## config.mk

```make
export PLATFORM = sky130hd
export DESIGN_NAME = key_event_decoder
export DESIGN_NICKNAME = d
export VERILOG_FILES = /design/src/rtl/key_evt_pkg.sv /design/src/rtl/key_edge_det.sv /design/src/rtl/key_event_decoder.sv
export SDC_FILE = /design/constraint.sdc
export NUM_CORES = 1
export LEC_CHECK = 0
export CORE_UTILIZATION = 45
export DETAILED_ROUTE_END_ITERATION = 6
export PLACE_DENSITY = 0.71
export RECOVER_POWER = 50
export SYNTH_ARGS = -nofsm -noshare
export SYNTH_HDL_FRONTEND = slang
export SYNTH_SLANG_ARGS = --single-unit
```

## constraint.sdc

```tcl
create_clock -name clk -period 2.7 [get_ports clk]
set_input_delay 0.27 -clock clk [delete_from_list [all_inputs] [get_ports clk]]
set_output_delay 0.27 -clock clk [all_outputs]
set_load 0.01 [all_outputs]
```

## src/rtl/key_evt_pkg.sv

```systemverilog
// Shared types and default timing for the key event decoder.
// 50 MHz defaults: 1 s long press, 300 ms double-click gap, 200 ms repeat.
package key_evt_pkg;

    typedef enum logic [2:0] {
        IDLE      = 3'd0,
        PRESS1    = 3'd1,
        WAIT2     = 3'd2,
        PRESS2    = 3'd3,
        LONG_HOLD = 3'd4
    } key_state_e;

    localparam int CNT_W_DEF      = 26;
    localparam int LONG_CYC_DEF   = 50_000_000;
    localparam int DBL_CYC_DEF    = 15_000_000;
    localparam int REPEAT_CYC_DEF = 10_000_000;

endpackage

```

## src/rtl/key_edge_det.sv

```systemverilog
// Registers an active-low key level and flags its press/release edges.
// Reset value is released (1), so a key held low out of reset reads as a press.
module key_edge_det (
    input  logic clk,
    input  logic rst_n,
    input  logic key_i,
    output logic key_r_o,
    output logic fall_o,
    output logic rise_o
);

    logic key_q;

    always_ff @(posedge clk or negedge rst_n) begin
        if (!rst_n) begin
            key_q <= 1'b1;
        end else begin
            key_q <= key_i;
        end
    end

    assign key_r_o = key_q;
    assign fall_o  = key_q & ~key_i;
    assign rise_o  = ~key_q & key_i;

endmodule

```

## src/rtl/key_event_decoder.sv

```systemverilog
// Classifies debounced key gestures into short, long, repeat and double
// click events, each reported as a registered single-cycle pulse.
module key_event_decoder
    import key_evt_pkg::*;
#(
    parameter int CNT_W      = CNT_W_DEF,
    parameter int LONG_CYC   = LONG_CYC_DEF,
    parameter int DBL_CYC    = DBL_CYC_DEF,
    parameter int REPEAT_CYC = REPEAT_CYC_DEF
) (
    input  logic clk,
    input  logic rst_n,
    input  logic key_n,
    output logic short_p,
    output logic long_p,
    output logic repeat_p,
    output logic double_p,
    output logic key_held
);

    localparam logic [CNT_W-1:0] LONG_LAST = CNT_W'(LONG_CYC - 1);
    localparam logic [CNT_W-1:0] DBL_LAST  = CNT_W'(DBL_CYC - 1);
    localparam logic [CNT_W-1:0] REP_LAST  = CNT_W'(REPEAT_CYC - 1);

    logic key_r;
    logic fall;
    logic rise;

    key_state_e       state_q, state_d;
    logic [CNT_W-1:0] cnt_q, cnt_d;
    logic [CNT_W-1:0] cnt_inc;
    logic             cnt_clr;

    logic short_q, short_d;
    logic long_q, long_d;
    logic repeat_q, repeat_d;
    logic double_q, double_d;

    key_edge_det u_edge (
        .clk     (clk),
        .rst_n   (rst_n),
        .key_i   (key_n),
        .key_r_o (key_r),
        .fall_o  (fall),
        .rise_o  (rise)
    );

    // Saturate rather than wrap so a stuck key never re-triggers thresholds.
    assign cnt_inc = (&cnt_q) ? cnt_q : cnt_q + CNT_W'(1);

    always_comb begin
        state_d  = state_q;
        short_d  = 1'b0;
        long_d   = 1'b0;
        repeat_d = 1'b0;
        double_d = 1'b0;
        cnt_clr  = 1'b0;
        unique case (state_q)
            IDLE: begin
                if (fall) begin
                    state_d = PRESS1;
                end
            end
            PRESS1: begin
                if (rise) begin
                    state_d = WAIT2;
                end else if (cnt_q == LONG_LAST) begin
                    long_d  = 1'b1;
                    state_d = LONG_HOLD;
                end
            end
            WAIT2: begin
                if (fall) begin
                    state_d = PRESS2;
                end else if (cnt_q == DBL_LAST) begin
                    short_d = 1'b1;
                    state_d = IDLE;
                end
            end
            PRESS2: begin
                if (rise) begin
                    double_d = 1'b1;
                    state_d  = IDLE;
                end
            end
            LONG_HOLD: begin
                if (rise) begin
                    state_d = IDLE;
                end else if (cnt_q == REP_LAST) begin
                    repeat_d = 1'b1;
                    cnt_clr  = 1'b1;
                end
            end
            default: begin
                state_d = IDLE;
            end
        endcase
        cnt_d = (cnt_clr || (state_d != state_q)) ? '0 : cnt_inc;
    end

    always_ff @(posedge clk or negedge rst_n) begin
        if (!rst_n) begin
            state_q  <= IDLE;
            cnt_q    <= '0;
            short_q  <= 1'b0;
            long_q   <= 1'b0;
            repeat_q <= 1'b0;
            double_q <= 1'b0;
        end else begin
            state_q  <= state_d;
            cnt_q    <= cnt_d;
            short_q  <= short_d;
            long_q   <= long_d;
            repeat_q <= repeat_d;
            double_q <= double_d;
        end
    end

    assign short_p  = short_q;
    assign long_p   = long_q;
    assign repeat_p = repeat_q;
    assign double_p = double_q;
    assign key_held = ~key_r;

endmodule

```

Word level (Yosys, flattened, before mapping)
Index checks and enable logic that the tools add are counted.

word-level totals
  bits in registers = 34
  input port bits = 3
  output and inout port bits = 5
  logic and storage cells = 45

operators by class
  add/sub/neg operators = 1
  equality and inequality tests = 9
  multiplexer cells = 20
  bitwise logic cells = 4
  reduce and logical (&&, ||, !) cells = 4

operators by type and width
  kind                   number
  $eq 26x24->1 const B   2
  $mux 26                2
  $add 26x1->26 const B  1
  $eq 26x26->1 const B   1
  $reduce_and 26->1      1
  $mux 3                 6
  $pmux 3 s4             1
  $mux 1                 11
  $eq 3x2->1 const B     2
  $eq 3x1->1 const B     1
  $eq 3x3->1 const B     1
  $logic_not 3->1        1
  $ne 3x3->1             1
  $and 1x1->1            2
  $ne 2x1->1 const B     1
  $not 1->1              2
  $reduce_or 2->1        1
  $logic_or 1x1->1       1

Depth between registers and ports, before layout
  word-level depth = 7
  gate-level depth with buffers = 8
  depth with buffers taken out = 6

Cells and area by module
From an unflattened synthesis, not the netlist that was laid out.

unflattened totals
  cell total of the unflattened synthesis = 214
  area total of the unflattened synthesis = 2144.6 um2

modules (own cells, without submodules)
  module             times used  cells each  area each (um2)  seq. area each (um2)
  key_event_decoder  1           211         2103.3           825.8
  key_edge_det       1           3           41.3             26.3

Least setup slack after synthesis
No wires, ideal clock.

  kind = reg2reg
  from = register cnt_q[0]
  to = register cnt_q[1]
  setup time = 0.123 ns
  data arrival time = 1.846 ns
  required time = 2.577 ns
  slack = 0.730 ns
  stages on the path, launching flop included = 9
  path buffers = 2
  period minus slack after synthesis = 1.970 ns
  cells stage by stage = dfrtp_1 ha_1 nand2_1 nor4_4 nor3b_4 buf_6 buf_6 mux2i_1 nor3_2

on the way
  longest elaborated chain between the ends = 7
  elaborated cells on any way between the ends = 18
  classes of those cells = 1 x add/sub; 5 x eq/ne; 10 x mux; 2 x reduce/logical

ends and longest elaborated chain
  item                                             RTL line                                          text
  from (decl)                                      key_event_decoder.sv:30                           logic [CNT_W-1:0] cnt_q, cnt_d;
  from (signal assigned)                           key_event_decoder.sv:111                          cnt_q <= cnt_d;
  $eq 26x24->1 or $eq 26x26->1 (tied branches)     key_event_decoder.sv:75, key_event_decoder.sv:67
  $mux 3 (on tied branches)                        key_event_decoder.sv:75, key_event_decoder.sv:67
  $mux 3 (on tied branches)                        key_event_decoder.sv:73, key_event_decoder.sv:65
  $pmux 3 s4                                       key_event_decoder.sv:58                           unique case (state_q)
  $ne 3x3->1                                       key_event_decoder.sv:98                           cnt_d = (cnt_clr || (state_d != state_q)) ? '0 : cnt_inc;
  $logic_or 1x1->1                                 key_event_decoder.sv:98
  $ne 2x1->1 (no line) or $mux 26 (tied branches)  n/a

Parallel ways exist; a longest one is shown, timed or not. The select of a mux whose other input is x is not followed.
A chain may end at the register's enable or synchronous reset.

Worst setup path after layout
  from = input port key_n
  to = register cnt_q[6]

on the way
  elaborated cells on any way between the ends = 14
  classes of those cells = 2 x eq/ne; 8 x mux; 3 x bitwise; 1 x reduce/logical

RTL lines
  item                                             RTL line                 text
  from (decl)                                      key_event_decoder.sv:13  input logic key_n,
  $and 1x1->1 (*)                                  key_edge_det.sv:24       assign rise_o = ~key_q & key_i;
  $mux 1 (*)                                       key_event_decoder.sv:87  if (rise) begin
  $mux 1 (*)                                       key_event_decoder.sv:58
  via cnt_clr                                      key_event_decoder.sv:32  logic cnt_clr;
  $logic_or 1x1->1 (*)                             key_event_decoder.sv:98
  $ne 2x1->1 (no line) or $mux 26 (tied branches)  n/a

Mark *: on every way through the listed nets, which the timed path passes. The rest lies on a longest branch.

==> summary.txt <==
Outcome
  • Status: finished, violations left
  • Failing checks: design-rule violations, max-capacitance violations, max-slew violations

Route
  • Via count: 1,739
  • DR WL/cell: 16.8 um
  • WL met3: between 200 and 250 um
  • DR vias/cell: about 6.3
  • Drt first pass iters: 6
  • Final ANT Viol Nets: 0
  • Top Metal Used: met4
  • WL final: 4650 um
  • Met2 routed WL: approximately 2200 um
  • First DRT Iteration DRCs: ~110
  • WL met1: between 2000 and 2500 um
  • DRC: 2

Cells and area
  • Design area: between 2000 and 2500 um^2
  • Area growth syn-to-layout: 6.54%
  • Layout fillers: ~440
  • Share of layout cells above drive strength 1: 15.6%
  • Multi-input combinational cell area: ~1200 um^2
  • Most frequent cells in the layout: 33 x dfrtp_1, 15 x nand2_1, 14 x nand3_1
  • Most common cell after layout, fill and taps aside: dfrtp_1
  • Diodes inserted: 0
  • FF+latch area: 852 um^2
  • Fin nets: 228

Synthesis
  • Synthesized Nets: 220
  • Compound-cell area share of the yosys netlist: between 10% and 20%
  • Yosys reg bits: 34
  • Largest family of logic cells by synthesized area: simple AND/OR/NAND/NOR gates
  • Synth Area in Simple Gates: roughly a third
  • Adder-cell share of the synthesized area: less than 1%
  • Synthesis Warnings: 0
  • Top_reg_cell synth: dfrtp_1
  • Asr flop ratio synth: between 90% and 100%
  • EDFF count, synth: 0
  • Synth cell types: 53
  • Synthesized area per cell: just under 10 um^2
  • Post-Synth XOR/XNOR Area: between 1 and 1.5%
  • Syn Inst Count: around 220
  • Sequential element share of the synthesized area: between 40% and 50%
  • Synthesized area: about 2100 um^2
  • Post-synthesis mux area share: 0.942%

Clock tree
  • CTS buffer count: 5
  • Maximum clock insertion buffer count: 2
  • Post-CTS sizing: 0
  • CTS tree: yes
  • Reg clk slew, reported paths: ~60 ps
  • Clock Tree Root: clkbuf_8
  • CTS Sinks: 34
  • Post-CTS Setup Inserts: 0
  • Worst-Skew Late Latency: approximately 290 ps
  • Hold buffers post-CTS: 0
  • H-tree depth: 2

Floorplan
  • Starting Density: 47.8%
  • Die area: around 5000 um^2
  • Die height: roughly 71 um
  • IO Pins: 8
  • Die Wd: 70.7 um
  • # rows: 24
  • Core Area: between 4000 and 5000 um^2

Place
  • Port-buffer cells: 7
  • Area after DPL: between 2000 and 2500 um^2
  • Routability Congestion: approximately 0.8
  • Detail Placement HPWL: ~3200 um

Setup path
  • Worst r2r path cells: 5
  • Worst R2R Setup Slack: 430 ps
  • Req. time, crit path: approximately 2900 ps
  • CP Data Arrival Time: approximately 2400 ps
  • CP delay by family, top: simple AND/OR/NAND/NOR gates
  • Bufs and invs on worst path: 1
  • Worst Setup End Kind: flop
  • Critical path type: input port to flop
  • CP max-delay cell: dlygate4sd3_1
  • CP endpoint: cnt_q[6]$_DFFE_PN0P_
  • Sequence of cells on the critical path: dlygate4sd3_1 > nor2b_1 > nor4b_1 > and4_1 > or3_4 > a2111oi_0
  • Max stage delay on crit path: about 580 ps
  • CP startpoint kind: input port
  • Levels on crit path: 6
  • FF-to-FF End: cnt_q[6]$_DFFE_PN0P_
  • Critical Path Fanout Max: 22
  • Reg-to-reg critical path startpoint: state_q[1]$_DFF_PN0_
  • Crit path from: key_n

Pwr
  • Sw Share: around 29%
  • Clock group share of total power: between 30% and 40%
  • Comb pwr share: about 14%
  • Max IR drop VDD: approximately 0.00024 V
  • Cell Int Power: slightly below 800 uW
  • Pwr dens: 492 nW/um^2
  • Switching power: between 300 and 400 uW
  • Seq pwr share: 54.1%
  • Leak pwr: between 0.8 and 0.9 nW

STA
  • Slew @ Worst Pin: ~1800 ps
  • Setup TNS: 0 ps
  • Final hold vios: 0
  • F_max: about 440 MHz
  • Slew Limit Fails: 35
  • Tcrit/Tclk final: between 80% and 90%
  • Setup-failing EPs final: 0
  • Clock skew: 5.47 ps
  • RSZ-0062 raised after global routing: false
  • Max transition margin: -22.4%
  • Tmin final: roughly 2300 ps

Global route
  • Largest net degree at the start of global routing: 35
  • First-pass GRT wire length: 7700 um
  • Global-route usage over all layers: between 10% and 20%
  • Initial antenna violation count: 0
  • Grt ovf: 0
  • Vias in the first global route: around 1,600

Hold path
  • Hold Crit Depth: 1
  • Worst hold path class: input port to flop

Job
  • Maxcap violations: 1
[metrics by stage]
step                      power, mW  util, %  cells  setup WS (ps)  hold slack [ps]
after floorplan               0.735        -    216            730            -25.6
after global placement        0.767     49.3    269            249              561
after detailed placement      0.771     49.3    269            204              580
after CTS                      1.12     51.0    276            428              420
after global routing           1.16     50.9    276            145              597
final                          1.11     50.9    276            424              582
[synth_stat cells (all sizes together), types with 2 or more instances]
cell,number,share of area [%]
nor4b,2,0.82
nor3,7,2.4
or3,11,3.5
clkbuf,2,0.53
and4,7,2.9
nor2b,2,0.59
o31ai,8,2.8
a21oi,11,2.8
buf,7,3.8
xor2,3,1.2
or2,2,0.59
o21ai,13,3.2
a211oi,11,6.2
nor2,13,2.4
dfrtp,33,39
nand2,15,2.6
nand3,14,3.3
nand2b,2,0.59
or4,9,3.2
and2,6,1.8
and3,4,1.2
inv,3,0.53
mux2i,2,0.94
a31oi,2,0.59
nand4,8,2.6
nor4,4,2.5
nor3b,4,1.9
[registers in the layout (all words and copies together) (netlist names)]
name	count
u_edge.key_r_o	1
state_q	3
double_p	1
cnt_q	26
long_p	1
short_p	1
repeat_p	1
[how the worst min path moves through the flow]
stage | startpoint | to | slack (ps)
4_1_cts | rst_n | cnt_q[18]$_DFFE_PN0P_ | 420
5_1_grt | key_n | u_edge.key_r_o$_DFF_PN1_ | 600
2_1_floorplan | rst_n | cnt_q[0]$_DFFE_PN0P_ | -30
6_report | key_n | u_edge.key_r_o$_DFF_PN1_ | 580
3_3_place_gp | cnt_q[1]$_DFFE_PN0P_ | cnt_q[1]$_DFFE_PN0P_ | 560
3_5_place_dp | state_q[2]$_DFF_PN0_ | short_p$_DFF_PN0_ | 580
[cells by family (layout without fill, tap and decap cells)]
family                     count (synthesis)  count (layout)
muxes                                      2               2
buffers and inverters                     12              20
DFF                                       34              34
xor gates and xnor gates                   3               3
AOI/OAI and AO/OA                         50              50
adders and majority gates                  1               1
and+or+nand+nor                          114             114
[per-layer routing]
metal  global-route usage (%)  up-vias
met5                        0        -
met4                     6.44        0
met3                     3.99        8
met2                     33.1       45
met1                     25.1      836
li1                         -      850
[final cells by class]
cell class	instances	area share (%)
well taps	52	2.87
inverters	3	0.498
repair buffers	10	3.92
clock buffers	7	3.37
multi-input cells	170	51.7
flip-flops and latches	34	37.6
[power groups by stage]
stage | registers, mW | logic (mW) | clock network, mW
after floorplan | 0.595 | 0.141 | 0
after global placement | 0.610 | 0.157 | 0
after detailed placement | 0.611 | 0.160 | 0
after CTS | 0.601 | 0.162 | 0.359
after global routing | 0.609 | 0.178 | 0.373
final | 0.602 | 0.157 | 0.353
Note: power is estimated with default switching activity, not from simulation.
